$ cat src/rtl/fib_pkg.sv
// Shared definitions for the multi-channel Fibonacci Wishbone peripheral:
// register byte offsets, default ID value and channel-count limits.
package fib_pkg;

    localparam logic [7:0] OFF_ID       = 8'h00;
    localparam logic [7:0] OFF_INFO     = 8'h04;
    localparam logic [7:0] OFF_CTRL     = 8'h08;
    localparam logic [7:0] OFF_STEP     = 8'h0C;
    localparam logic [7:0] OFF_IRQ_EN   = 8'h10;
    localparam logic [7:0] OFF_IRQ_STAT = 8'h14;
    localparam logic [7:0] OFF_OUTSEL   = 8'h18;
    localparam logic [7:0] OFF_VAL      = 8'h20;

    localparam logic [31:0] ID_DEFAULT = 32'h4669_626f;

    localparam int MAX_NCH  = 8;
    localparam int OUTSEL_W = $clog2(MAX_NCH);

endpackage

$ cat src/rtl/fib_wb_multi_if.sv
// Wishbone slave bundle for the Fibonacci peripheral.
// Ports: stb/cyc/we/sel/dat_i/adr from master; ack/dat_o from slave.
interface fib_wb_multi_if;

    logic        wbs_stb_i;
    logic        wbs_cyc_i;
    logic        wbs_we_i;
    logic [3:0]  wbs_sel_i;
    logic [31:0] wbs_dat_i;
    logic [31:0] wbs_adr_i;
    logic        wbs_ack_o;
    logic [31:0] wbs_dat_o;

    modport master (
        output wbs_stb_i, wbs_cyc_i, wbs_we_i,
        output wbs_sel_i, wbs_dat_i, wbs_adr_i,
        input  wbs_ack_o, wbs_dat_o
    );

    modport slave (
        input  wbs_stb_i, wbs_cyc_i, wbs_we_i,
        input  wbs_sel_i, wbs_dat_i, wbs_adr_i,
        output wbs_ack_o, wbs_dat_o
    );

endinterface

$ cat src/rtl/fib_channel.sv
// One Fibonacci generator: a is the visible term, b the next term (one
// extra bit so overflow of the visible width can be detected).
// Ports: clk, reset, advance, restart in; a (current term), ovf_pulse out.
module fib_channel #(
    parameter int WIDTH = 32
) (
    input  logic             clk,
    input  logic             reset,
    input  logic             advance,
    input  logic             restart,
    output logic [WIDTH-1:0] a,
    output logic             ovf_pulse
);

    logic [WIDTH:0] b;

    // The next term no longer fits: this advance wraps instead.
    assign ovf_pulse = advance & ~restart & b[WIDTH];

    always_ff @(posedge clk) begin
        if (reset || restart) begin
            a <= '0;
            b <= {{WIDTH{1'b0}}, 1'b1};
        end else if (advance) begin
            if (b[WIDTH]) begin
                a <= '0;
                b <= {{WIDTH{1'b0}}, 1'b1};
            end else begin
                a <= b[WIDTH-1:0];
                b <= {1'b0, a} + b;
            end
        end
    end

endmodule

$ cat src/rtl/fib_wb_multi.sv
// NCH-channel Fibonacci generator with a Wishbone register window.
// Ports: clk, reset, wbs (Wishbone slave), irq_o, value_o, run_o.
module fib_wb_multi
    import fib_pkg::*;
#(
    parameter logic [31:0] BASE_ADDRESS = 32'h3000_0000,
    parameter int          NCH          = 4,
    parameter int          WIDTH        = 32,
    parameter logic [31:0] ID           = ID_DEFAULT
) (
    input  logic              clk,
    input  logic              reset,
    fib_wb_multi_if.slave     wbs,
    output logic              irq_o,
    output logic [WIDTH-1:0]  value_o,
    output logic [NCH-1:0]    run_o
);

    logic                ack_q;
    logic [31:0]         dat_q;
    logic [NCH-1:0]      run_q;
    logic [NCH-1:0]      irq_en_q;
    logic [NCH-1:0]      stat_q;
    logic [OUTSEL_W-1:0] outsel_q;

    logic        hit;
    logic        accept;
    logic        wr_en;
    logic [7:0]  off;
    logic [31:0] wdat;
    logic        val_hit;
    logic [2:0]  val_idx;
    logic [31:0] rdata;

    logic [NCH-1:0] step;
    logic [NCH-1:0] advance;
    logic [NCH-1:0] restart;
    logic [NCH-1:0] ovf;
    logic [NCH-1:0] clr;
    logic [WIDTH-1:0] a_arr [NCH];

    logic unused_bits;
    assign unused_bits = ^wbs.wbs_dat_i;

    assign off     = wbs.wbs_adr_i[7:0];
    assign wdat    = wbs.wbs_dat_i;
    assign hit     = wbs.wbs_adr_i[31:8] == BASE_ADDRESS[31:8];
    assign accept  = wbs.wbs_stb_i & wbs.wbs_cyc_i & ~ack_q;
    // Partial-word writes are acked but have no effect.
    assign wr_en   = accept & wbs.wbs_we_i & hit
                   & (wbs.wbs_sel_i == 4'hF);
    assign val_hit = (off[7:5] == OFF_VAL[7:5]) && (off[1:0] == 2'b00);
    assign val_idx = off[4:2];

    // A step only matters for a stopped channel; running ones advance anyway.
    assign step    = (wr_en && off == OFF_STEP) ? wdat[NCH-1:0] & ~run_q
                                                : '0;
    assign advance = run_q | step;
    assign clr     = (wr_en && off == OFF_IRQ_STAT) ? wdat[NCH-1:0] : '0;

    always_comb begin
        restart = '0;
        for (int i = 0; i < NCH; i++) begin
            if (wr_en && val_hit && val_idx == 3'(i)) begin
                restart[i] = 1'b1;
            end
        end
    end

    for (genvar g = 0; g < NCH; g++) begin : g_ch
        fib_channel #(
            .WIDTH (WIDTH)
        ) u_ch (
            .clk       (clk),
            .reset     (reset),
            .advance   (advance[g]),
            .restart   (restart[g]),
            .a         (a_arr[g]),
            .ovf_pulse (ovf[g])
        );
    end

    always_comb begin
        rdata = '0;
        if (hit) begin
            case (off)
                OFF_ID:       rdata = ID;
                OFF_INFO:     rdata = {16'(NCH), 16'(WIDTH)};
                OFF_CTRL:     rdata = 32'(run_q);
                OFF_IRQ_EN:   rdata = 32'(irq_en_q);
                OFF_IRQ_STAT: rdata = 32'(stat_q);
                OFF_OUTSEL:   rdata = 32'(outsel_q);
                default:      rdata = '0;
            endcase
            for (int i = 0; i < NCH; i++) begin
                if (val_hit && val_idx == 3'(i)) begin
                    rdata = 32'(a_arr[i]);
                end
            end
        end
    end

    always_ff @(posedge clk) begin
        if (reset) begin
            ack_q    <= 1'b0;
            dat_q    <= '0;
            run_q    <= '0;
            irq_en_q <= '0;
            stat_q   <= '0;
            outsel_q <= '0;
        end else begin
            ack_q <= accept;
            if (accept) begin
                dat_q <= wbs.wbs_we_i ? 32'h0 : rdata;
            end
            if (wr_en && off == OFF_CTRL) begin
                run_q <= wdat[NCH-1:0];
            end
            if (wr_en && off == OFF_IRQ_EN) begin
                irq_en_q <= wdat[NCH-1:0];
            end
            if (wr_en && off == OFF_OUTSEL) begin
                outsel_q <= wdat[OUTSEL_W-1:0];
            end
            // A fresh overflow wins over a clear of the same bit.
            stat_q <= (stat_q & ~clr) | ovf;
        end
    end

    always_comb begin
        value_o = '0;
        for (int i = 0; i < NCH; i++) begin
            if (outsel_q == OUTSEL_W'(i)) begin
                value_o = a_arr[i];
            end
        end
    end

    assign irq_o         = |(stat_q & irq_en_q);
    assign run_o         = run_q;
    assign wbs.wbs_ack_o = ack_q;
    assign wbs.wbs_dat_o = dat_q;

endmodule
$ cat src/flat_wrapper.sv
// flat-port wrapper written by rule: the top's interface ports become plain ports
module fib_wb_multi_flat import fib_pkg::*;
#(
    parameter logic [31:0] BASE_ADDRESS = 32'h3000_0000,
    parameter int          NCH          = 4,
    parameter int          WIDTH        = 32,
    parameter logic [31:0] ID           = ID_DEFAULT
)
  (clk, reset, irq_o, value_o, run_o, wbs_wbs_stb_i, wbs_wbs_cyc_i, wbs_wbs_we_i, wbs_wbs_sel_i, wbs_wbs_dat_i, wbs_wbs_adr_i, wbs_wbs_ack_o, wbs_wbs_dat_o);
  fib_wb_multi_if wbs_i ();
  input  logic clk;
  input  logic reset;
  output logic irq_o;
  output logic [WIDTH-1:0] value_o;
  output logic [NCH-1:0] run_o;
  input wire logic [$bits(wbs_i.wbs_stb_i)-1:0] wbs_wbs_stb_i;
  input wire logic [$bits(wbs_i.wbs_cyc_i)-1:0] wbs_wbs_cyc_i;
  input wire logic [$bits(wbs_i.wbs_we_i)-1:0] wbs_wbs_we_i;
  input wire logic [$bits(wbs_i.wbs_sel_i)-1:0] wbs_wbs_sel_i;
  input wire logic [$bits(wbs_i.wbs_dat_i)-1:0] wbs_wbs_dat_i;
  input wire logic [$bits(wbs_i.wbs_adr_i)-1:0] wbs_wbs_adr_i;
  output wire logic [$bits(wbs_i.wbs_ack_o)-1:0] wbs_wbs_ack_o;
  output wire logic [$bits(wbs_i.wbs_dat_o)-1:0] wbs_wbs_dat_o;
  assign wbs_i.wbs_stb_i = wbs_wbs_stb_i;
  assign wbs_i.wbs_cyc_i = wbs_wbs_cyc_i;
  assign wbs_i.wbs_we_i = wbs_wbs_we_i;
  assign wbs_i.wbs_sel_i = wbs_wbs_sel_i;
  assign wbs_i.wbs_dat_i = wbs_wbs_dat_i;
  assign wbs_i.wbs_adr_i = wbs_wbs_adr_i;
  assign wbs_wbs_ack_o = wbs_i.wbs_ack_o;
  assign wbs_wbs_dat_o = wbs_i.wbs_dat_o;
  fib_wb_multi #(.BASE_ADDRESS(BASE_ADDRESS), .NCH(NCH), .WIDTH(WIDTH), .ID(ID)) u_core (.clk(clk), .reset(reset), .wbs(wbs_i), .irq_o(irq_o), .value_o(value_o), .run_o(run_o));
endmodule
$ cat config.mk
export PLATFORM = sky130hd
export DESIGN_NAME = fib_wb_multi_flat
export DESIGN_NICKNAME = d
export VERILOG_FILES = /design/src/rtl/fib_pkg.sv /design/src/rtl/fib_wb_multi_if.sv /design/src/rtl/fib_channel.sv /design/src/rtl/fib_wb_multi.sv /design/src/flat_wrapper.sv
export SDC_FILE = /design/constraint.sdc
export NUM_CORES = 1
export LEC_CHECK = 0
export ABC_AREA = 1
export CELL_PAD_IN_SITES_DETAIL_PLACEMENT = 2
export CELL_PAD_IN_SITES_GLOBAL_PLACEMENT = 2
export CORE_ASPECT_RATIO = 1.2
export CORE_MARGIN = 10
export CORE_UTILIZATION = 35
export CTS_CLUSTER_DIAMETER = 100
export CTS_CLUSTER_SIZE = 28
export DETAILED_ROUTE_END_ITERATION = 7
export GPL_TIMING_DRIVEN = 0
export PLACE_DENSITY = 0.87
export SYNTH_ARGS = -nofsm -noshare
export SYNTH_HDL_FRONTEND = slang
export SYNTH_SLANG_ARGS = --single-unit
$ cat constraint.sdc
create_clock -name clk -period 3.79 [get_ports clk]
set_clock_uncertainty 0.05 [all_clocks]
set_input_delay 0.379 -clock clk [delete_from_list [all_inputs] [get_ports clk]]
set_output_delay 0.379 -clock clk [all_outputs]
set_load 0.02 [all_outputs]
==> impl_metrics.prom, run 1 <==
# TYPE chip_impl_metric gauge
chip_impl_metric{name="cp_data_arrival_time",unit="ns"} 3.40
chip_impl_info{name="end_kind",value="output port"} 1
chip_impl_metric{name="floorplan.die_area",unit="µm²"} 73900
chip_impl_info{name="postSynth.topFlopCell",value="dfxtp_1"} 1
chip_impl_info{name="run_status",value="finished, violations left"} 1
chip_impl_info{name="mostFrequentLayoutCells",value="nand2_1 (1295), inv_1 (475), a21oi_1 (453)"} 1
chip_impl_metric{name="count_of_flip_flops_with_a_built_in_enable_after_synthesis",unit=""} 0
chip_impl_metric{name="synthesis.area",unit="µm²"} 22200
chip_impl_metric{name="worstMarginPinSlew",unit="ns"} 0.963
chip_impl_metric{name="finalSetupViolations",unit=""} 1
chip_impl_metric{name="place.detailed.instances",unit=""} 4624
chip_impl_metric{name="synth_simple_gate_area_share",unit="%"} 35.6
chip_impl_metric{name="synth_top_area_share",unit="%"} 27.8
chip_impl_metric{name="critical-path-max-stage-delay",unit="ns"} 0.73
chip_impl_metric{name="period_share",unit="%"} 101
chip_impl_metric{name="timing.fmax",unit="MHz"} 261
chip_impl_info{name="combinational_family_with_the_most_area_after_synthesis",value="simple AND/OR/NAND/NOR gates"} 1
chip_impl_metric{name="worst_slew_margin_relative_to_its_limit",unit="%"} 35.3
chip_impl_metric{name="route.final.wire_length",unit="mm"} 111
chip_impl_metric{name="clk_pin_slew",unit="ns"} 0.11
chip_impl_metric{name="synthesized_net_count",unit=""} 3892
chip_impl_metric{name="finish.utilization",unit="%"} 39.6
chip_impl_metric{name="synth_compound_area_share",unit="%"} 17.0
chip_impl_info{name="cp_top_family",value="buffers and inverters"} 1
chip_impl_info{name="crit_path_cell_trace",value="clkinvlp_4 > nor3_1 > inv_1 > clkbuf_1 > o21ai_0 > clkdlybuf4s50_1"} 1
chip_impl_metric{name="number_of_antenna_violations_at_the_first_check_in_global_routing",unit=""} 1
chip_impl_metric{name="place.gp.congestion",unit=""} 0.964
chip_impl_metric{name="synth-adder-area-share",unit="%"} 7.58
chip_impl_metric{name="port-buffer-count",unit=""} 113
chip_impl_metric{name="pin_count_of_the_biggest_net_entering_global_routing",unit=""} 29
chip_impl_info{name="violations",value="setup timing"} 1
chip_impl_info{name="worstSetupStartpointType",value="flop"} 1
chip_impl_metric{name="final_layout_size_suffix_gt1_share",unit="%"} 4.05
chip_impl_metric{name="critical_path_buf_inv_count",unit=""} 4
chip_impl_metric{name="core.rowCount",unit=""} 101
chip_impl_metric{name="finalNonFillerCells",unit=""} 4653
chip_impl_info{name="cts_tree",value="yes"} 1
chip_impl_info{name="netlist_top_cells_area",value="dfxtp_1 (28%), nand2_1 (22%), a21oi_1 (10%)"} 1
chip_impl_metric{name="io_pins",unit=""} 143
chip_impl_metric{name="power.density_cell_area",unit="nW/µm²"} 232
chip_impl_metric{name="p_leak",unit="nW"} 11.1
chip_impl_metric{name="insertion_delay",unit="ns"} 0.57
chip_impl_metric{name="post_synth_xor_area_fraction",unit="%"} 1.42
chip_impl_metric{name="placement.cell_area",unit="µm²"} 24300
chip_impl_metric{name="die_width",unit="µm"} 250
chip_impl_info{name="cp_slowest_cell",value="clkdlybuf4s50_1"} 1
chip_impl_metric{name="grt_pass1_wl",unit="mm"} 169
chip_impl_metric{name="sequential_to_total_area_share_from_yosys_stat",unit="%"} 27.8
chip_impl_metric{name="design.core.area",unit="µm²"} 63100
chip_impl_metric{name="timing.critical_path.required",unit="ns"} 3.36
chip_impl_metric{name="post-route-drc-count",unit=""} 0
chip_impl_metric{name="drtAntennaViolNets",unit=""} 0
chip_impl_metric{name="share_of_synthesized_registers_carrying_an_async_set_or_reset",unit="%"} 0
chip_impl_metric{name="area_growth",unit="%"} 12.6
chip_impl_metric{name="gr-usage-all-layers",unit="%"} 29.0
chip_impl_metric{name="final_hold_viol_count",unit=""} 0
chip_impl_metric{name="dpl_wire_length",unit="mm"} 92.6
chip_impl_metric{name="chipHeight",unit="µm"} 296
chip_impl_metric{name="floorplan.initialDensity",unit="%"} 35.2
chip_impl_metric{name="yosys_warnings",unit=""} 0
chip_impl_metric{name="firstDrtPassIters",unit=""} 6
chip_impl_metric{name="via_total_after_detailed_routing",unit=""} 26000
chip_impl_metric{name="fin_crit",unit="ns"} 3.83
chip_impl_metric{name="insertedDiodeCount",unit=""} 0
chip_impl_metric{name="cts.sink_count",unit=""} 308
chip_impl_metric{name="finish.net_count",unit=""} 4025
chip_impl_metric{name="final_critical_path_setup_slack",unit="ns"} -0.0385
chip_impl_metric{name="postSynthCellCount",unit=""} 3687
chip_impl_metric{name="cts_max_path_buffers",unit=""} 3
chip_impl_info{name="clockRootBuffer",value="clkbuf_16"} 1
chip_impl_metric{name="dr.first_iter.drc_count",unit=""} 1573
chip_impl_info{name="layout.cells.most_common",value="nand2_1"} 1
chip_impl_info{name="rsz0062_at_grt",value="true"} 1
chip_impl_info{name="startpoint_to_endpoint_class_of_the_critical_path",value="reg2out"} 1
chip_impl_metric{name="setup_fix_bufs_post_cts",unit=""} 0
chip_impl_metric{name="synth.distinct_cells",unit=""} 39
chip_impl_metric{name="tritoncts.num_buffers",unit=""} 18
chip_impl_metric{name="grt.overflow.total",unit=""} 0
chip_impl_metric{name="path_max_fanout",unit=""} 10
chip_impl_metric{name="postSynthAreaPerCell",unit="µm²"} 6.02
chip_impl_metric{name="worst_ir_drop_vdd",unit="mV"} 0.265
chip_impl_metric{name="htreeDepth",unit=""} 1
chip_impl_metric{name="num-fill-cells",unit=""} 7990
chip_impl_metric{name="ys_ff_latch",unit=""} 308
chip_impl_metric{name="post_synth_mux_area_share",unit="%"} 0
chip_impl_metric{name="final.setup.tns",unit="ns"} -0.0385
chip_impl_metric{name="viasPerCell",unit=""} 5.58
chip_impl_info{name="post-synth-top-area-cell",value="dfxtp_1"} 1
chip_impl_metric{name="max_cap_viol_count",unit=""} 0
chip_impl_metric{name="final_cell_area",unit="µm²"} 25000
chip_impl_metric{name="timing_max_transition_violations_final",unit=""} 0
chip_impl_metric{name="first_global_vias",unit=""} 28000
chip_impl_info{name="holdCritPathClass",value="in2reg"} 1
chip_impl_metric{name="routed_wire_length_per_instance",unit="µm"} 23.8
-- synth_stat cells, types with 8 or more instances --
cell type  number
or2_2          33
nand4_1        80
nand3_1       234
a211oi_1        9
nor2_1        224
inv_1         475
clkbuf_1       38
o211ai_1       24
nand2_1      1295
and2_1          8
ha_1          128
o2111ai_1       8
a21oi_1       453
o21ai_0       145
nor3_1         23
o21bai_1       27
xor2_1         36
buf_2          67
o22ai_1        15
buf_4           8
dfxtp_1       308
-- cells by family (layout without fill, tap and decap cells) --
family / count (synthesis) / count (layout)
compound gates: 696 / 696
xor+xnor: 36 / 36
fa+ha+maj: 132 / 132
buf+inv: 597 / 739
flops: 308 / 308
simple gates: 1918 / 1918
-- registers in the layout (all words and copies together), names as in the netlist --
name,cells
u_core.wbs.wbs_ack_o,1
u_core.stat_q,4
u_core.irq_en_q,4
u_core.outsel_q,3
u_core.g_ch.u_ch.a,128
u_core.g_ch.u_ch.b,132
u_core.run_o,4
u_core.wbs.wbs_dat_o,32
-- final timing paths --
kind | cells past startpoint | end | from | slack [ns]
hold / removal | 2 | u_core.outsel_q[2] | reset | 0.32
setup reg to reg | 15 | u_core.g_ch[1].u_ch.b[28] | u_core.g_ch[1].u_ch.a[0] | 0.81
setup / recovery | 6 | value_o[16] | u_core.outsel_q[0] | -0.04
hold reg to reg | 2 | u_core.g_ch[3].u_ch.a[5] | u_core.g_ch[3].u_ch.b[5] | 0.43
-- cell type report --
type / count / area (µm²) / share of cell area, %
Timing Repair Buffer: 113 / 1130 / 4.53
Multi-Input combinational cell: 2782 / 13700 / 54.7
Clock inverter: 10 / 138 / 0.551
Buffer: 117 / 559 / 2.24
Clock buffer: 19 / 475 / 1.90
Tap cell: 824 / 1030 / 4.13
Inverter: 480 / 1810 / 7.23
Sequential cell: 308 / 6170 / 24.7
-- metal layers --
metal,part of all wire (%),wire length [µm],track usage (%)
met3,4.6,5060,3.37
met1,42,46000,34.1
met2,48,53700,51.3
met4,5.4,6020,14.4
met5,0.012,13,0
-- through the flow --
stage / total power [mW] / hold WS [ns] / worst slack [ns]
3_5_place_dp: 3.50 / 0.415 / 0.358
2_1_floorplan: 3.39 / 0.397 / 1.78
4_1_cts: 5.83 / 0.299 / 0.0123
5_1_grt: 5.94 / 0.342 / -0.0516
3_3_place_gp: 3.49 / 0.403 / 0.445
6_report: 5.80 / 0.325 / -0.0385
-- where the power goes --
group | internal [mW] | total (mW) | switching [mW]
Combinational | 0.0616 | 0.191 | 0.130
Clock | 0.992 | 2.37 | 1.38
Sequential | 3.24 | 3.24 | 0.000314
Total | 4.29 | 5.80 | 1.51
-- timing repair --
| item | CTS | global route |
|---|---|---|
| hold buffers | 0 | 0 |
| setup endpoints to repair | 7 | 25 |
| gates resized for setup | 6 | 9 |
-- worst reg2reg max path, delay by kind of cell, from the launching register on --
family                     cells  cell delay (ns)
DFF                            1             0.42
buffers and inverters          2             0.32
AOI/OAI and AO/OA              1             0.07
and+or+nand+nor               10             1.27
adders and majority gates      2             0.73
(Power assumes the default switching activity.)
==> run 2, diff against run 1 <==
--- a/config.mk
+++ b/config.mk
@@ -16,6 +16,7 @@
 export DETAILED_ROUTE_END_ITERATION = 7
 export GPL_TIMING_DRIVEN = 0
 export PLACE_DENSITY = 0.87
+export SKIP_LAST_GASP = 1
 export SYNTH_ARGS = -nofsm -noshare
 export SYNTH_HDL_FRONTEND = slang
 export SYNTH_SLANG_ARGS = --single-unit
==> run 2 against run 1 <==
The run still ends with setup timing left; first-iteration DRC count decreased by 1.9%; power is essentially flat; sequential share of layout area hardly changed; global-route usage unchanged; sequential cell count did not move; combinational power is essentially flat.
==> impl_metrics.prom, run 2 (synthesized netlist as in run 1, its figures left out) <==
# TYPE chip_impl_metric gauge
chip_impl_info{name="violations",value="setup timing"} 1
chip_impl_metric{name="viasPerCell",unit=""} 5.59
chip_impl_metric{name="worstMarginPinSlew",unit="ns"} 0.936
chip_impl_info{name="worst_r2r_endpoint",value="u_core.g_ch[2].u_ch.b[32]"} 1
chip_impl_metric{name="finalSetupViolations",unit=""} 8
chip_impl_metric{name="ff2ff_path_depth",unit=""} 16
chip_impl_metric{name="pin_count_of_the_biggest_net_entering_global_routing",unit=""} 29
chip_impl_metric{name="dr.first_iter.drc_count",unit=""} 1543
chip_impl_info{name="startpoint_to_endpoint_class_of_the_critical_path",value="reg2out"} 1
chip_impl_metric{name="number_of_antenna_violations_at_the_first_check_in_global_routing",unit=""} 1
chip_impl_metric{name="die_width",unit="µm"} 250
chip_impl_metric{name="path_max_fanout",unit=""} 10
chip_impl_metric{name="first_global_vias",unit=""} 28000
chip_impl_metric{name="routed_wire_length_per_instance",unit="µm"} 23.8
chip_impl_metric{name="cts.sink_count",unit=""} 308
chip_impl_metric{name="chipHeight",unit="µm"} 296
chip_impl_metric{name="place.gp.congestion",unit=""} 0.964
chip_impl_metric{name="floorplan.die_area",unit="µm²"} 73900
chip_impl_metric{name="clk_pin_slew",unit="ns"} 0.11
chip_impl_metric{name="post-route-drc-count",unit=""} 0
chip_impl_info{name="mostFrequentLayoutCells",value="nand2_1 (1295), inv_1 (475), a21oi_1 (453)"} 1
chip_impl_metric{name="route.final.wire_length",unit="mm"} 111
chip_impl_metric{name="hold_path_depth",unit=""} 2
chip_impl_metric{name="floorplan.initialDensity",unit="%"} 35.2
chip_impl_info{name="clockRootBuffer",value="clkbuf_16"} 1
chip_impl_metric{name="grt_pass1_wl",unit="mm"} 169
chip_impl_metric{name="timing.fmax",unit="MHz"} 255
chip_impl_metric{name="tritoncts.num_buffers",unit=""} 18
chip_impl_metric{name="fin_crit",unit="ns"} 3.92
chip_impl_metric{name="worst_slew_margin_relative_to_its_limit",unit="%"} 37.1
chip_impl_metric{name="worst_reg_to_reg_setup_slack",unit="ns"} 0.84
chip_impl_metric{name="final_critical_path_setup_slack",unit="ns"} -0.129
chip_impl_metric{name="cts_max_path_buffers",unit=""} 3
chip_impl_metric{name="setup_fix_bufs_post_cts",unit=""} 0
chip_impl_metric{name="timing_max_transition_violations_final",unit=""} 0
chip_impl_info{name="cts_tree",value="yes"} 1
chip_impl_info{name="rsz0062_at_grt",value="true"} 1
chip_impl_metric{name="p_leak",unit="nW"} 11.1
chip_impl_metric{name="max_cap_viol_count",unit=""} 0
chip_impl_metric{name="drtAntennaViolNets",unit=""} 0
chip_impl_info{name="run_status",value="finished, violations left"} 1
chip_impl_info{name="holdCritPathClass",value="in2reg"} 1
chip_impl_metric{name="timing.critical_path.required",unit="ns"} 3.36
chip_impl_metric{name="insertedDiodeCount",unit=""} 0
chip_impl_metric{name="firstDrtPassIters",unit=""} 5
chip_impl_metric{name="period_share",unit="%"} 103
chip_impl_metric{name="area_growth",unit="%"} 12.5
chip_impl_metric{name="grt.overflow.total",unit=""} 0
chip_impl_metric{name="worst_ir_drop_vdd",unit="mV"} 0.267
chip_impl_metric{name="total_power",unit="mW"} 5.80
chip_impl_metric{name="port-buffer-count",unit=""} 113
chip_impl_metric{name="dpl_wire_length",unit="mm"} 92.6
chip_impl_metric{name="largest_register_ffs",unit=""} 132
chip_impl_metric{name="insertion_delay",unit="ns"} 0.57
chip_impl_metric{name="final_layout_size_suffix_gt1_share",unit="%"} 4.02
chip_impl_info{name="top_register",value="u_core.g_ch.u_ch.b"} 1
chip_impl_metric{name="power.density_cell_area",unit="nW/µm²"} 232
chip_impl_info{name="hold_path_startpoint",value="reset"} 1
chip_impl_info{name="reg2reg_from",value="u_core.g_ch[2].u_ch.a[0]"} 1
chip_impl_info{name="end_kind",value="output port"} 1
chip_impl_metric{name="via_total_after_detailed_routing",unit=""} 26000
chip_impl_metric{name="cp_data_arrival_time",unit="ns"} 3.49
chip_impl_info{name="layout.cells.most_common",value="nand2_1"} 1
chip_impl_metric{name="io_pins",unit=""} 143
chip_impl_metric{name="finish.net_count",unit=""} 4025
chip_impl_metric{name="htreeDepth",unit=""} 1
chip_impl_metric{name="final_hold_viol_count",unit=""} 0
chip_impl_info{name="worstSetupStartpointType",value="flop"} 1
chip_impl_metric{name="design.core.area",unit="µm²"} 63100
chip_impl_metric{name="gr-usage-all-layers",unit="%"} 29.0
chip_impl_info{name="hold_end",value="u_core.outsel_q[2]"} 1
chip_impl_metric{name="finish.utilization",unit="%"} 39.6
chip_impl_metric{name="core.rowCount",unit=""} 101
run 2: cell count changes in the layout (fill, tap and decap cells not counted), sizes merged:
cell / delta
clkinvlp: -1
clkinv: +1
run 2: what timing repair did:
action                     in CTS  in global routing
setup endpoints to repair       7                 25
pin swaps                       0                  0
hold buffers                    0                  0
gates resized for setup         6                  8
run 2: area by class of cell:
| class | count | area (µm²) |
|---|---|---|
| plain buffers | 117 | 559 |
| clock buffers | 19 | 475 |
| clock inverters | 10 | 138 |
| fillers | 7988 | 38100 |
| inverters | 480 | 1800 |
| multi-input cells | 2782 | 13700 |
| flip-flops and latches | 308 | 6170 |
| well taps | 824 | 1030 |
| repair buffers | 113 | 1130 |
run 2: report_power, final:
part | internal (mW) | switching, mW | leakage [nW] | total, mW
clock network | 0.992 | 1.38 | 0.291 | 2.37
logic | 0.0616 | 0.130 | 8.29 | 0.191
registers | 3.24 | 0.000320 | 2.48 | 3.24
run 2: worst max-delay path, stage by stage (launching register included):
cell and delay, ns:
dfxtp_1 0.43, clkinv_1 0.36, nor3_1 0.34, inv_1 0.16, clkbuf_1 0.28, o21ai_0 0.61, clkdlybuf4s50_1 0.74
run 2: metrics by stage:
step | setup WS [ns] | area, µm² | cells | hold slack (ns) | TNS (ns)
after floorplan | 1.78 | 22200 | 3687 | 0.397 | 0
after global placement | 0.445 | 24300 | 4624 | 0.403 | 0
after detailed placement | 0.358 | 24300 | 4624 | 0.415 | 0
after CTS | 0.0123 | 25000 | 4653 | 0.299 | 0
after global routing | -0.116 | 25000 | 4653 | 0.345 | -0.922
final | -0.129 | 25000 | 4653 | 0.322 | -0.378
run 2: metal layers:
metal	vias to the layer above	routed length (µm)	part of all wire [%]	global-route usage [%]
met1	13000	46100	42	34.1
met2	635	53700	48	51.3
met4	2	5910	5.3	14.4
met3	219	5130	4.6	3.37
li1	12200	-	-	-
met5	-	13	0.012	0
run 2: worst max path at each step:
| stage | cells past startpoint | endpoint | startpoint | slack, ns |
|---|---|---|---|---|
| after global placement | 10 | u_core.g_ch[3].u_ch.b[26] | wbs_wbs_we_i | 0.44 |
| after floorplan | 16 | u_core.g_ch[2].u_ch.b[32] | u_core.g_ch[2].u_ch.a[0] | 1.78 |
| after global routing | 6 | value_o[16] | u_core.outsel_q[0] | -0.12 |
| after CTS | 6 | value_o[16] | u_core.outsel_q[0] | 0.01 |
| final | 6 | value_o[16] | u_core.outsel_q[0] | -0.13 |
| after detailed placement | 10 | u_core.g_ch[3].u_ch.b[29] | wbs_wbs_we_i | 0.36 |
